[config.mk]
export PLATFORM = sky130hd
export DESIGN_NAME = multicycle_controller
export DESIGN_NICKNAME = d
export VERILOG_FILES = /design/src/rtl/multicycle_controller.sv
export SDC_FILE = /design/constraint.sdc
export NUM_CORES = 1
export LEC_CHECK = 0
export BUFFER_PORTS_ARGS = -buffer_cell sky130_fd_sc_hd__buf_4
export CORE_MARGIN = 4
export CORE_UTILIZATION = 40
export CTS_BUF_LIST = sky130_fd_sc_hd__clkbuf_8
export DETAILED_ROUTE_END_ITERATION = 6
export PLACE_DENSITY = 0.74
export SLEW_MARGIN = 10
export SYNTH_ARGS = -nofsm -noshare
export SYNTH_HDL_FRONTEND = slang
export SYNTH_SLANG_ARGS = --single-unit
[constraint.sdc]
create_clock -name clk -period 2.91 [get_ports clk]
set_clock_uncertainty 0.2 [all_clocks]
set_input_delay 0.582 -clock clk [delete_from_list [all_inputs] [get_ports clk]]
set_output_delay 0.582 -clock clk [all_outputs]
set_load 0.01 [all_outputs]
[src/rtl/multicycle_controller.sv]
// Main control FSM for the RV32I multicycle datapath: sequences fetch, decode,
// execute, memory and writeback for lw, sw, R-type, I-type ALU, beq and jal.
module multicycle_controller #(
   parameter int STATE_W = 4
) (
   input  logic               clk,
   input  logic               reset,
   input  logic [6:0]         op,
   input  logic [2:0]         funct3,
   input  logic               funct7b5,
   input  logic               zero,
   output logic               pcwrite,
   output logic               adrsrc,
   output logic               memwrite,
   output logic               irwrite,
   output logic [1:0]         resultsrc,
   output logic [1:0]         alusrca,
   output logic [1:0]         alusrcb,
   output logic               regwrite,
   output logic [1:0]         immsrc,
   output logic [2:0]         alucontrol,
   output logic               illegal,
   output logic [STATE_W-1:0] state_dbg
);

   typedef enum logic [3:0] {
      S_FETCH    = 4'd0,
      S_DECODE   = 4'd1,
      S_MEMADR   = 4'd2,
      S_MEMREAD  = 4'd3,
      S_MEMWB    = 4'd4,
      S_MEMWRITE = 4'd5,
      S_EXECUTER = 4'd6,
      S_ALUWB    = 4'd7,
      S_EXECUTEI = 4'd8,
      S_JAL      = 4'd9,
      S_BEQ      = 4'd10
   } state_t;

   localparam logic [6:0] OP_LW   = 7'b0000011;
   localparam logic [6:0] OP_SW   = 7'b0100011;
   localparam logic [6:0] OP_R    = 7'b0110011;
   localparam logic [6:0] OP_I    = 7'b0010011;
   localparam logic [6:0] OP_JAL  = 7'b1101111;
   localparam logic [6:0] OP_BEQ  = 7'b1100011;

   state_t     state_q, state_d;
   logic [1:0] aluop;
   logic       pcupdate;
   logic       branch;

   always_ff @(posedge clk or posedge reset) begin
      if (reset) state_q <= S_FETCH;
      else       state_q <= state_d;
   end

   assign state_dbg = STATE_W'(state_q);

   // Next state and Moore outputs; codes 11-15 fall to the default and
   // recover to FETCH with every output low.
   always_comb begin
      state_d   = S_FETCH;
      adrsrc    = 1'b0;
      memwrite  = 1'b0;
      irwrite   = 1'b0;
      resultsrc = 2'b00;
      alusrca   = 2'b00;
      alusrcb   = 2'b00;
      regwrite  = 1'b0;
      aluop     = 2'b00;
      pcupdate  = 1'b0;
      branch    = 1'b0;
      illegal   = 1'b0;
      case (state_q)
         S_FETCH: begin
            state_d   = S_DECODE;
            irwrite   = 1'b1;
            alusrcb   = 2'b10;
            resultsrc = 2'b10;
            pcupdate  = 1'b1;
         end
         S_DECODE: begin
            alusrca = 2'b01;
            alusrcb = 2'b01;
            case (op)
               OP_LW, OP_SW: state_d = S_MEMADR;
               OP_R:         state_d = S_EXECUTER;
               OP_I:         state_d = S_EXECUTEI;
               OP_JAL:       state_d = S_JAL;
               OP_BEQ:       state_d = S_BEQ;
               default: begin
                  state_d = S_FETCH;
                  illegal = 1'b1;
               end
            endcase
         end
         S_MEMADR: begin
            state_d = (op == OP_LW) ? S_MEMREAD : S_MEMWRITE;
            alusrca = 2'b10;
            alusrcb = 2'b01;
         end
         S_MEMREAD: begin
            state_d   = S_MEMWB;
            resultsrc = 2'b00;
            adrsrc    = 1'b1;
         end
         S_MEMWB: begin
            state_d   = S_FETCH;
            resultsrc = 2'b01;
            regwrite  = 1'b1;
         end
         S_MEMWRITE: begin
            state_d  = S_FETCH;
            adrsrc   = 1'b1;
            memwrite = 1'b1;
         end
         S_EXECUTER: begin
            state_d = S_ALUWB;
            alusrca = 2'b10;
            alusrcb = 2'b00;
            aluop   = 2'b10;
         end
         S_EXECUTEI: begin
            state_d = S_ALUWB;
            alusrca = 2'b10;
            alusrcb = 2'b01;
            aluop   = 2'b10;
         end
         S_ALUWB: begin
            state_d  = S_FETCH;
            regwrite = 1'b1;
         end
         S_JAL: begin
            state_d  = S_ALUWB;
            alusrca  = 2'b01;
            alusrcb  = 2'b10;
            pcupdate = 1'b1;
         end
         S_BEQ: begin
            state_d = S_FETCH;
            alusrca = 2'b10;
            alusrcb = 2'b00;
            aluop   = 2'b01;
            branch  = 1'b1;
         end
         default: state_d = S_FETCH;
      endcase
   end

   assign pcwrite = pcupdate | (branch & zero);

   always_comb begin
      immsrc = 2'b00;
      case (op)
         OP_SW:   immsrc = 2'b01;
         OP_BEQ:  immsrc = 2'b10;
         OP_JAL:  immsrc = 2'b11;
         default: immsrc = 2'b00;
      endcase
   end

   // Only register-register forms can request sub; addi shares funct3=000.
   always_comb begin
      alucontrol = 3'b000;
      case (aluop)
         2'b00: alucontrol = 3'b000;
         2'b01: alucontrol = 3'b001;
         2'b10: begin
            case (funct3)
               3'b000:  alucontrol = (op[5] & funct7b5) ? 3'b001 : 3'b000;
               3'b010:  alucontrol = 3'b101;
               3'b110:  alucontrol = 3'b011;
               3'b111:  alucontrol = 3'b010;
               default: alucontrol = 3'b000;
            endcase
         end
         default: alucontrol = 3'b000;
      endcase
   end

endmodule

==> reports/results.txt <==
The run finished with clean final reports. The launch point of the worst reg-to-reg path is state_dbg[3]. The flop and latch count out of synthesis works out to 4. Setup repair after global routing left no endpoint under its margin. STA puts the critical path data arrival time at 1.90 ns. The largest total area in the synthesized netlist belongs to dfrtp_1. Global routing used 16.6% of the available tracks across all layers. Setup violations remaining at the end of the flow were counted as 0. The final net count is 134. TritonCTS built the clock tree.

For this design, the CTS-stage hold fixing added 0 buffers. The nature of the critical path endpoint was a primary output. Summing the areas of all fa, ha and maj instances in the mapped netlist gives 5.62% of the synthesized area. The netlist uses 40 different library cells. Routability-driven placement finished with a final weighted congestion of 0.773. Dividing total power by cell area gives a power density of 556 nW/um^2. The library cells used most frequently in the layout, excluding fill and tap cells, are buf_4 (38), nor2b_1 (6), nand2_1 (6), nor2_1 (6), inv_1 (5). Count of nets left with antenna violations after detail routing: 0.

The die outline height is 47.5 um. The share of the Yosys chip area taken by registers is 16.1%. The placed wire-length estimate after detailed placement is 1380 um. Counting every net in the synthesized netlist gives 97. Buffers placed on the I/O ports in this run total 34. The worst relative slew slack was 76.8%. The design draws 515 uW. The first-pass GRT wire length was 2680 um. The worst-case IR drop observed on VDD is 0.393 mV. The die is 47.5 um wide. Main combinational cell family by area after synthesis: simple AND/OR/NAND/NOR gates. H-tree level count: 1.

The total area inside the core boundary comes to 1380 sq um. The final critical-path setup slack is 0.227 ns, and the worst hold slack is 0.0516 ns. The number of antenna violations at the first check in global routing is 0.

35 I/O pins were placed. The remaining design rule violation count came out at 0. The average wire per cell in the routed design is 12.5 um. The tools report the standby leakage power as 0.450 nW. Sorting the synthesized cells by area gives the leading types as dfrtp_1 (16%), nor2b_1 (6.0%), nor4b_2 (4.8%), and2_1 (4.0%), ha_1 (4.0%). The async set or reset register ratio after synthesis is 100%. Summing the areas of all and, or, nand and nor instances in the mapped netlist gives 44.0% of the synthesized area.

For this configuration, the core starts out at a cell density of 45.1%. 0 antenna diodes ended up in the layout. On the critical path the largest part of the delay comes from simple AND/OR/NAND/NOR gates. Walking the worst path, the cells encountered are or3_1 > a21o_1 > ha_1 > nor3b_1 > buf_4.

Across all register-to-register paths, the minimum setup slack is 1.38 ns. The worst setup path is of the flop to primary output kind. In this run the core area contains 13 standard-cell rows. Of the total synthesized cell area, the portion taken by XOR and XNOR cells is 2.81%. The largest fanout on the critical path is 9. The library cell used most frequently in the layout, excluding fill and tap cells, is buf_4. The clock reaches the later pin of the worst-skew pair after 0.22 ns. The number of flip-flops in the largest register is 4.

The pre-antenna-repair detailed-routing pass consisted of 4 iterations. The layout filler cell count was 122. The Yosys step of the flow raised 0 warnings. The top cell type's share of synthesized area is 16.1%.

For the pin with the worst max-slew slack, the measured transition is 0.344 ns. Capturing instance or port of the critical path: alucontrol[1]. The tools report the critical path startpoint as state_dbg[1]. The critical path crosses 5 cells after its start point. The run gives 0.465 ns as the placement-stage worst setup slack. From synthesis to final layout, the design area changed by 48.8%. For the worst flop-to-flop path, the logic depth is 4. STA puts the critical path data required time at 2.13 ns. The clock drives 4 sinks. The largest single stage delay on the critical path is 0.45 ns. Multiplexer area fraction after synthesis: 1.81%. For this block, the initial DRC count from the detailed router was 5. The post-route netlist has 42.2% of its cells at a drive strength greater than 1.

The mean number of vias per cell works out to 5.28. The synthesized-area fraction occupied by ao, oa, aoi and oai cells was 19.5%. The tools report the area enclosed by the die boundary as 2250 sq um. For this run, the leading register cell type out of synthesis is dfrtp_1. The synthesized area divided by synthesized cell count is 7.69 sq um.

The cell area after layout came out at 927 sq um. The path type of the worst min-delay path is input port to asynchronous set/reset pin. The via count of the first global-routing pass was 626. The count of buffering cells on the critical path with inverters included was 1.

The logs give 0 for the final number of max-transition violations and 886 sq um for the placement-stage cell area. Yosys mapped a number of flops with a built-in enable equal to 0. The routed layout has 692 vias.

The number of gates resized after cts was 0; the share of the clock period used by the worst path was 92.2%. The logs give 623 sq um for the post-synthesis instance area and 1640 um for the final routed wirelength across all metal layers. The time the worst path needs with I/O delays and setup works out to 2.68 ns. The logs give 0 for the setup fix buffers added after clock tree synthesis and 0 ns for the final sum of negative setup slack. The gate count of the mapped netlist is 81, and the pin count of the biggest net entering global routing is 19. Max-cap violations in this run came to 0.

Clock-pin slew was measured on the worst setup and hold paths at 0.03 ns. The slowest stage of the critical path is the dfrtp_1 cell. The worst setup path is launched from a flop. For this run, the top clock speed supported by timing is 373 MHz.

The root buffer cell chosen for the clock tree is clkbuf_8. The run gives 0 as the remaining global-route overflow. The number of hold violations in the final report is 0, and the maximum number of buffers from clock root to sink is 2. The tools report the capture point of the worst reg-to-reg path as state_dbg[2]. TritonCTS created 3 clock buffers.
==> final cells by class <==
cell class              instances  area [sq um]  share of cell area (%)
multi-input cells              65           459                    49.5
repair buffers                 38           285                    30.8
flip-flops and latches          4           100                    10.8
clock buffers                   3          41.3                    4.45
inverters                       6          22.5                    2.43
well taps                      15          18.8                    2.02
==> cell families after synthesis <==
logic type | Yosys count
AND/OR/NAND/NOR | 42
flip-flops | 4
buffers and inverters | 12
multiplexers | 1
AO/OA/AOI/OAI | 17
adder cells (fa/ha/maj) | 3
XOR/XNOR | 2
==> metrics by stage <==
step / std cells / util (%)
2_1_floorplan: 81 / -
3_3_place_gp: 128 / 64.1
3_5_place_dp: 128 / 64.1
4_1_cts: 131 / 67.1
5_1_grt: 131 / 67.1
6_report: 131 / 67.1
==> power breakdown <==
part | leakage, nW | internal (mW) | switching (mW)
logic | 0.375 | 0.164 | 0.163
registers | 0.0529 | 0.0654 | 0.00589
clock network | 0.0216 | 0.0881 | 0.0278
==> synth_stat cells, types with 3 or more instances <==
cell	n
inv_1	5
nor2_1	6
and2_1	4
dfrtp_1	4
nor2b_1	6
nand2_1	6
buf_2	3
or3_1	3
nor3b_1	3
==> routing by layer <==
metal / up-vias / wire (um) / track usage [%]
li1: 364 / - / -
met1: 301 / 701 / 20.4
met2: 25 / 819 / 28.9
met3: 2 / 98 / 1.13
met4: 0 / 15 / 8.29
met5: - / 0 / 0
==> how the worst min path moves through the flow <==
stage          startpoint           end  slack, ns  cells past startpoint
3_5_place_dp        reset  state_dbg[3]       0.28                      2
5_1_grt             reset  state_dbg[0]       0.08                      2
3_3_place_gp        reset  state_dbg[2]       0.28                      2
4_1_cts             reset  state_dbg[1]       0.05                      2
2_1_floorplan       reset  state_dbg[0]       0.15                      1
6_report            reset  state_dbg[1]       0.05                      2
Power figures use the tool's default switching activity.
